**src/rtl/tt_um_jleugeri_ttt_scheduler_if.sv**
```systemverilog
// Token stream and connection-table lookup bundle for the TTT scheduler.
// master = scheduler side, slave = demux / connection-table side.
interface tt_um_jleugeri_ttt_scheduler_if #(
  parameter int IDX_BITS = 4
);
  logic [IDX_BITS-1:0] src_idx_out;
  logic [IDX_BITS-1:0] range_lo_in;
  logic [IDX_BITS-1:0] range_hi_in;
  logic                tgt_valid_out;
  logic                tgt_ready_in;
  logic [IDX_BITS-1:0] tgt_idx_out;
  logic                tgt_sign_out;

  modport master (
    output src_idx_out, tgt_valid_out, tgt_idx_out, tgt_sign_out,
    input  range_lo_in, range_hi_in, tgt_ready_in
  );

  modport slave (
    input  src_idx_out, tgt_valid_out, tgt_idx_out, tgt_sign_out,
    output range_lo_in, range_hi_in, tgt_ready_in
  );
endinterface

```
**src/rtl/tt_um_jleugeri_ttt_scheduler.sv**
```systemverilog
// Time-to-token sweep sequencer: snapshots start/stop flags, scans sources, fans tokens out.
// Optional macro TTT_SCHED_SELF_SKIP_EN: skip targets equal to the current source index.
module tt_um_jleugeri_ttt_scheduler #(
  parameter int NUM_PROCESSORS = 10,
  parameter int IDX_BITS       = $clog2(NUM_PROCESSORS)
) (
  input  logic                        clk,
  input  logic                        reset,
  input  logic                        go_in,
  output logic                        hot_out,
  output logic                        done_out,
  input  logic [2*NUM_PROCESSORS-1:0] tstartstop_in,
  tt_um_jleugeri_ttt_scheduler_if.master tgt
);

  localparam logic [IDX_BITS-1:0] LAST = IDX_BITS'(NUM_PROCESSORS - 1);

  typedef enum logic [1:0] {
    IDLE,
    SCAN,
    FANOUT,
    DONE
  } state_t;

  state_t                      state, state_d;
  logic [2*NUM_PROCESSORS-1:0] snap, snap_d;
  logic [IDX_BITS-1:0]         idx, idx_d;
  logic [IDX_BITS-1:0]         cnt, cnt_d;
  logic [IDX_BITS-1:0]         hi, hi_d;
  logic                        sign, sign_d;

  logic [1:0]          pair;
  logic                net_event;
  logic [IDX_BITS-1:0] hi_clamp;
  logic [IDX_BITS-1:0] first_tgt;
  logic [IDX_BITS-1:0] next_cnt;
  logic                empty;
  logic                last_tgt;
  logic                handshake;

  // Range decode for the source under scan, and the counter step for FANOUT.
  always_comb begin
    pair      = snap[{idx, 1'b0} +: 2];
    net_event = pair[0] ^ pair[1];
    hi_clamp  = (tgt.range_hi_in > LAST) ? LAST : tgt.range_hi_in;
    first_tgt = tgt.range_lo_in;
    empty     = (tgt.range_lo_in > LAST) || (tgt.range_lo_in > hi_clamp);
    next_cnt  = cnt + 1'b1;
    last_tgt  = (cnt == hi);
`ifdef TTT_SCHED_SELF_SKIP_EN
    if (!empty && (first_tgt == idx)) begin
      if (first_tgt == hi_clamp) empty = 1'b1;
      else                       first_tgt = first_tgt + 1'b1;
    end
    // A self-target at hi ends the range one step early instead of being emitted.
    if (!last_tgt && (next_cnt == idx)) begin
      if (idx == hi) last_tgt = 1'b1;
      else           next_cnt = cnt + 2'd2;
    end
`endif
  end

  assign handshake = tgt.tgt_valid_out && tgt.tgt_ready_in;

  always_comb begin
    state_d = state;
    snap_d  = snap;
    idx_d   = idx;
    cnt_d   = cnt;
    hi_d    = hi;
    sign_d  = sign;
    unique case (state)
      IDLE: begin
        if (go_in) begin
          snap_d  = tstartstop_in;
          idx_d   = '0;
          state_d = SCAN;
        end
      end
      SCAN: begin
        if (net_event && !empty) begin
          cnt_d   = first_tgt;
          hi_d    = hi_clamp;
          sign_d  = pair[1];
          state_d = FANOUT;
        end else if (idx == LAST) begin
          state_d = DONE;
        end else begin
          idx_d = idx + 1'b1;
        end
      end
      FANOUT: begin
        if (handshake) begin
          if (last_tgt) begin
            if (idx == LAST) begin
              state_d = DONE;
            end else begin
              idx_d   = idx + 1'b1;
              state_d = SCAN;
            end
          end else begin
            cnt_d = next_cnt;
          end
        end
      end
      DONE: state_d = IDLE;
      default: state_d = IDLE;
    endcase
  end

  always_ff @(posedge clk) begin
    if (reset) begin
      state <= IDLE;
      snap  <= '0;
      idx   <= '0;
      cnt   <= '0;
      hi    <= '0;
      sign  <= 1'b0;
    end else begin
      state <= state_d;
      snap  <= snap_d;
      idx   <= idx_d;
      cnt   <= cnt_d;
      hi    <= hi_d;
      sign  <= sign_d;
    end
  end

  assign hot_out           = (state == SCAN) || (state == FANOUT);
  assign done_out          = (state == DONE);
  assign tgt.tgt_valid_out = (state == FANOUT);
  assign tgt.tgt_idx_out   = cnt;
  assign tgt.tgt_sign_out  = sign;
  assign tgt.src_idx_out   = idx;

endmodule

```
**src/flat_wrapper.sv**
```systemverilog
// flat-port wrapper written by rule: the top's interface ports become plain ports
module tt_um_jleugeri_ttt_scheduler_flat 
#(
  parameter int NUM_PROCESSORS = 10,
  parameter int IDX_BITS       = $clog2(NUM_PROCESSORS)
)
  (clk, reset, go_in, hot_out, done_out, tstartstop_in, tgt_src_idx_out, tgt_tgt_valid_out, tgt_tgt_idx_out, tgt_tgt_sign_out, tgt_range_lo_in, tgt_range_hi_in, tgt_tgt_ready_in);
  tt_um_jleugeri_ttt_scheduler_if #(.IDX_BITS(IDX_BITS)) tgt_i ();
  input  logic clk;
  input  logic reset;
  input  logic go_in;
  output logic hot_out;
  output logic done_out;
  input  logic [2*NUM_PROCESSORS-1:0] tstartstop_in;
  output wire logic [$bits(tgt_i.src_idx_out)-1:0] tgt_src_idx_out;
  output wire logic [$bits(tgt_i.tgt_valid_out)-1:0] tgt_tgt_valid_out;
  output wire logic [$bits(tgt_i.tgt_idx_out)-1:0] tgt_tgt_idx_out;
  output wire logic [$bits(tgt_i.tgt_sign_out)-1:0] tgt_tgt_sign_out;
  input wire logic [$bits(tgt_i.range_lo_in)-1:0] tgt_range_lo_in;
  input wire logic [$bits(tgt_i.range_hi_in)-1:0] tgt_range_hi_in;
  input wire logic [$bits(tgt_i.tgt_ready_in)-1:0] tgt_tgt_ready_in;
  assign tgt_src_idx_out = tgt_i.src_idx_out;
  assign tgt_tgt_valid_out = tgt_i.tgt_valid_out;
  assign tgt_tgt_idx_out = tgt_i.tgt_idx_out;
  assign tgt_tgt_sign_out = tgt_i.tgt_sign_out;
  assign tgt_i.range_lo_in = tgt_range_lo_in;
  assign tgt_i.range_hi_in = tgt_range_hi_in;
  assign tgt_i.tgt_ready_in = tgt_tgt_ready_in;
  tt_um_jleugeri_ttt_scheduler #(.NUM_PROCESSORS(NUM_PROCESSORS), .IDX_BITS(IDX_BITS)) u_core (.clk(clk), .reset(reset), .go_in(go_in), .hot_out(hot_out), .done_out(done_out), .tstartstop_in(tstartstop_in), .tgt(tgt_i));
endmodule
```
**config.mk**
```make
export PLATFORM = sky130hd
export DESIGN_NAME = tt_um_jleugeri_ttt_scheduler_flat
export DESIGN_NICKNAME = d
export VERILOG_FILES = /design/src/rtl/tt_um_jleugeri_ttt_scheduler_if.sv /design/src/rtl/tt_um_jleugeri_ttt_scheduler.sv /design/src/flat_wrapper.sv
export SDC_FILE = /design/constraint.sdc
export NUM_CORES = 1
export LEC_CHECK = 0
export ABC_CLOCK_PERIOD_IN_PS = 2600
export CELL_PAD_IN_SITES_DETAIL_PLACEMENT = 1
export CELL_PAD_IN_SITES_GLOBAL_PLACEMENT = 2
export CORE_MARGIN = 2
export CORE_UTILIZATION = 30
export CTS_CLUSTER_DIAMETER = 80
export DETAILED_ROUTE_END_ITERATION = 10
export PLACE_DENSITY_LB_ADDON = 0.2
export SLEW_MARGIN = 20
export SYNTH_ARGS = -nofsm -noshare
export SYNTH_HDL_FRONTEND = slang
export SYNTH_SLANG_ARGS = --single-unit
```
**constraint.sdc**
```tcl
create_clock -name clk -period 2.6 [get_ports clk]
set_input_delay 0.26 -clock clk [delete_from_list [all_inputs] [get_ports clk]]
set_output_delay 0.26 -clock clk [all_outputs]
set_load 0.1 [all_outputs]
```
==> results.cfg <==
[final_layout]
final_util_pct = 42.1
final_common_cell = nand2_1
final_nets = 354
fin_cells = 390
fin_area_um2 = 2850
final_cell_mix = 48 x nand2_1, 33 x buf_4, 32 x dfxtp_1
antenna-diode-count = 0
drive_above_1_share_pct = 19.0
area_growth_pct = 36.0

[cts]
cts_sinks = 35
root_buffer = clkbuf_8
clk_latency_ns = 0.29
cts_buffers = 5
cts_tree = done
path_clk_slew_ns = 0.07
hold_buffers = 0
ctsHtreeMaxLevel = 2
clock_path_buffers = 2

[timing]
fin_skew_ns = 0.00334
tightest_slew_ns = 0.820
finalHoldViolations = 0
fmaxAchievable_mhz = 403
worst_slew_margin_rel_pct = 45.1
setup_ws_ns = 0.116
slew_violations = 0
setup_viol = 0
min_period_over_period_pct = 95.5
rsz0062_at_grt = false
min_period_ns = 2.48

[synth]
syn_nets = 294
synth.avg_cell_area_um2 = 8.37
synth_cell_types = 54
yosysSeqAreaShare_pct = 33.5
yosys.area.top_type = dfxtp_1
yosys_register_bits = 35
syn_area_um2 = 2090
yosysWarnings = 0
synthFlopType = dfxtp_1
synthesis.instances = 250
yosysTopAreaCellShare_pct = 33.5
synthArstFlopShare_pct = 0
synth_enable_flop_cells = 0
synthTopCellsByArea = dfxtp_1 33%, nand2_1 8.8%, a21oi_1 7.4%, ha_1 7.2%, mux2i_1 3.3%

[critical_path]
cp.arrival_ns = 2.67
crit_type = in2reg
crit_fanout = 7
cp_data_required_time_ns = 2.79
crit_path_end_kind = flip-flop
critPathLaunchType = primary input

[pwr]
ir_worst_vdd_mv = 0.448
finalPower_uw = 2580
p_leak_uw = 0.00114
cellPowerDensity_nw_per_um2 = 905

[placement]
place_area_um2 = 2690
dp_cells = 380
portBuffers = 43
hpwl_um = 4600
gp_congestion = 0.763
pre_cts_ws_ns = -0.390

[min_path]
hold_path.class = in2reg

[drt]
post_drt_wl_per_cell_um = 15.4
drc = 0
drt-initial-drc-count = 67
firstDrtPassIters = 5
postRouteAntennaNets = 0
totalWireLength_um = 5990
num_vias = 2030
via_per_inst = 5.21

[global_routing]
antenna_found_initial = 0
grtUsageTotal_pct = 16.6
grt_pass1_vias = 2162
gr-total-overflow = 0
grt_pass1_wl_um = 10100
grt_max_degree = 21

[floorplanning]
dieArea_um2 = 7660
std_cell_rows = 30
fp.dieW_um = 87.5
pin_count = 44
core_area_um2 = 6760
die_h_um = 87.5
initial_core_util_pct = 31.0

[outcome]
status = finished clean

[job]
drv_cap = 0
-- critical path, cell delays in order --
cell and delay (ns):
clkdlybuf4s50_1 0.54, ha_4 0.23, nor2b_1 0.13, o311a_1 0.30, a211o_1 0.34, buf_6 0.15
nor3b_4 0.33, o21bai_1 0.13, a32o_1 0.26
-- synth_stat cells (all sizes together) (3+ instances only) --
master and n:
buf 5, ha 12, nand3 5, or3 4, inv 13, mux2i 7, o31ai 4, clkbuf 7
nor3 4, nor2b 4, nand2 49, dfxtp 35, a21oi 33, nor2 8, a32o 3, and3 3
o21ai 8, xor2 5, a221oi 3
-- stage by stage --
step / TNS (ns) / hold WS (ns)
5_1_grt: 0 / 0.456
2_1_floorplan: 0 / 0.396
4_1_cts: 0 / 0.454
3_3_place_gp: -2.52 / 0.442
6_report: 0 / 0.416
3_5_place_dp: -3.94 / 0.443
-- worst paths after layout --
kind	from	to	slack [ns]	cells after the start
min	tgt_range_hi_in[1]	u_core.hi[1]	0.42	4
max	tgt_range_lo_in[1]	u_core.state[0]	0.12	9
max reg2reg	u_core.tgt.src_idx_out[0]	u_core.tgt.src_idx_out[3]	0.26	7
min reg2reg	u_core.snap[2]	u_core.snap[2]	0.45	2
-- registers in the layout (all words and copies together) (netlist names) --
name,flops
u_core.snap,20
u_core.hi,4
u_core.tgt.src_idx_out,4
u_core.tgt.tgt_idx_out,4
u_core.state,2
u_core.tgt.tgt_sign_out,1
-- power breakdown --
part           total (uW)  internal, uW  switching (uW)
Clock                 452           242             211
Combinational        1400           480             919
Sequential            726           636            90.2
Total                2580          1360            1220
-- per-layer routing --
metal,GRT usage (%),vias to the layer above,part of all wire (%)
met5,0,-,0
met1,20.4,972,46
met3,3.30,7,3.2
met2,29.5,33,50
met4,4.20,0,1.0
li1,-,1018,-
-- kinds of logic after synthesis --
kind of cell,after synthesis,synth area share (%)
buf+inv,25,4.90
mux,10,6.22
fa+ha+maj,12,7.17
xor+xnor,6,2.87
simple gates,88,19.8
compound gates,74,25.5
flops,35,33.5
-- final cells by class --
class	instances	area [um2]
fill	835	3910
multi-input combinational	190	1310
sequential	35	707
timing repair buffer	65	577
tap	80	100
clock buffer	6	93.8
inverter	13	48.8
clock inverter	1	7.51
-- what timing repair did --
item / CTS / global route
hold endpoints to repair: 0 / 0
gates resized for setup: 1 / 9
buffers inserted: 0 / 3
pin swaps: 2 / 9
setup endpoints to repair: 4 / 14
Note: power is estimated with default switching activity, not from simulation.
==> RTL edit: new RTL, config.mk and constraints unchanged <==
`NUM_PROCESSORS` is set to 10 in 2 places; all go to 5.
--- a/src/rtl/tt_um_jleugeri_ttt_scheduler.sv
+++ b/src/rtl/tt_um_jleugeri_ttt_scheduler.sv
@@ -3,3 +3,3 @@
 module tt_um_jleugeri_ttt_scheduler #(
-  parameter int NUM_PROCESSORS = 10,
+  parameter int NUM_PROCESSORS = 5,
   parameter int IDX_BITS       = $clog2(NUM_PROCESSORS)
--- a/src/flat_wrapper.sv
+++ b/src/flat_wrapper.sv
@@ -3,3 +3,3 @@
 #(
-  parameter int NUM_PROCESSORS = 10,
+  parameter int NUM_PROCESSORS = 5,
   parameter int IDX_BITS       = $clog2(NUM_PROCESSORS)
Ports: changed (5 resized); port bits go from 44 to 30. The function was not compared with the original's and may differ.
==> RTL edit against the original RTL <==
  * Routed wire length down 30%
  * Cell area down 36%
  * Via count down 32%
  * Hold slack improved by 0.043 ns
  * Synthesized area is 32% lower
  * Power is 33% lower
  * Largest power group unchanged
  * Die area decreased by 31%
  * Sequential cell count down 13
  * Worst setup slack improved by 0.25 ns
==> RTL edit: results <==
set metrics [dict create \
    status "finished, final reports clean" \
    worstHoldPathCells 2 \
    grt_pass1_wl_mm 6.86 \
    yosysSeqAreaShare_pct 30.9 \
    first_pass_iters 4 \
    hold-path-endpoint "u_core.snap[5]$_SDFFE_PP0P_" \
    cp_slowest_cell "dfxtp_1" \
    finalCritPeriodShare_pct 86.0 \
    synth_cells 176 \
    ir_drop_uv 269 \
    cts_max_level 1 \
    nFillCells 565 \
    hold_start "u_core.snap[5]$_SDFFE_PP0P_" \
    max_stage_delay_ns 0.59 \
    critical_path_arrival_ns 2.40 \
    finalNonFillerCells 259 \
    ff2ff_setup_slack_ns 0.36 \
    async_reset_ff_share_pct 0 \
    drt_iter0_drc 23 \
    cts.clk_slew.worst_paths_ns 0.09 \
    dpl_cell_area_um2 1750 \
    cts_buffers 3 \
    relSlewSlack_pct 66.0 \
    clkLatencyLatePin_ns 0.27 \
    drive_gt1_share_pct 11.7 \
    use_met2_pct 29.6 \
    dp_slack_ns 0.101 \
    holdWs_ns 0.459 \
    grt_pass1_vias 1437 \
    syn_nets 207 \
    grtUsageTotal_pct 16.6 \
    dpl.hpwl_mm 3.17 \
    largest_reg_flops 10 \
    endpoint "u_core.tgt.src_idx_out[2]$_SDFFE_PP0P_" \
    use_met3_pct 3.31 \
    fin_nets 237 \
    crit_fanout 10 \
    cp-startpoint "u_core.tgt.src_idx_out[0]$_SDFFE_PP0P_" \
    gp_congestion 0.735 \
    synth_area_leaders "dfxtp_1, ha_1, nand2_1" \
    ctsResizeCount 0 \
    synth_cell_types 46 \
    hp-class "flip-flop to flip-flop" \
    io_buffer_count 29 \
    vias_per_cell 5.30 \
    path_depth 6 \
    wl_per_cell_um 16.1 \
    leakage_nw 0.706 \
]
-- RTL edit: cell count changes after synthesis, sizes merged, moves of 3 or more --
cell,change
a21oi,-9
a221oi,-3
buf,-3
clkbuf,-3
dfxtp,-13
nand2,-16
nor2,-3
o31ai,-3
xnor2,+3
xor2,-4
-- RTL edit: layout make-up --
type,instances,share of cell area [%]
Sequential cell,22,24.2
Multi-Input combinational cell,136,50.3
Clock buffer,3,2.27
Timing Repair Buffer,31,15.4
Tap cell,54,3.71
Inverter,12,2.48
Clock inverter,1,1.65
-- RTL edit: logic make-up after synthesis --
group | count (synthesis) | synth area share [%]
muxes | 6 | 4.30
AOI/OAI and AO/OA | 51 | 24.8
buffers and inverters | 18 | 4.92
and+or+nand+nor | 63 | 20.5
xor gates and xnor gates | 5 | 4.92
adders and majority gates | 11 | 9.66
DFF | 22 | 30.9
-- RTL edit: power by group --
part / total, mW / internal (mW) / switching (mW)
clock network: 0.336 / 0.206 / 0.130
registers: 0.466 / 0.395 / 0.0706
logic: 0.925 / 0.288 / 0.637
-- RTL edit: tightest hold or removal path: stages (launching register included) --
cell,delay (ns)
dfxtp_1,0.32
nand2_1,0.05
a21oi_1,0.05
-- RTL edit: metal layers --
| layer | vias to the layer above | share of wire, % |
|---|---|---|
| li1 | 683 | - |
| met1 | 653 | 43 |
| met2 | 31 | 53 |
| met3 | 5 | 3.5 |
| met4 | 0 | 1.1 |
| met5 | - | 0 |
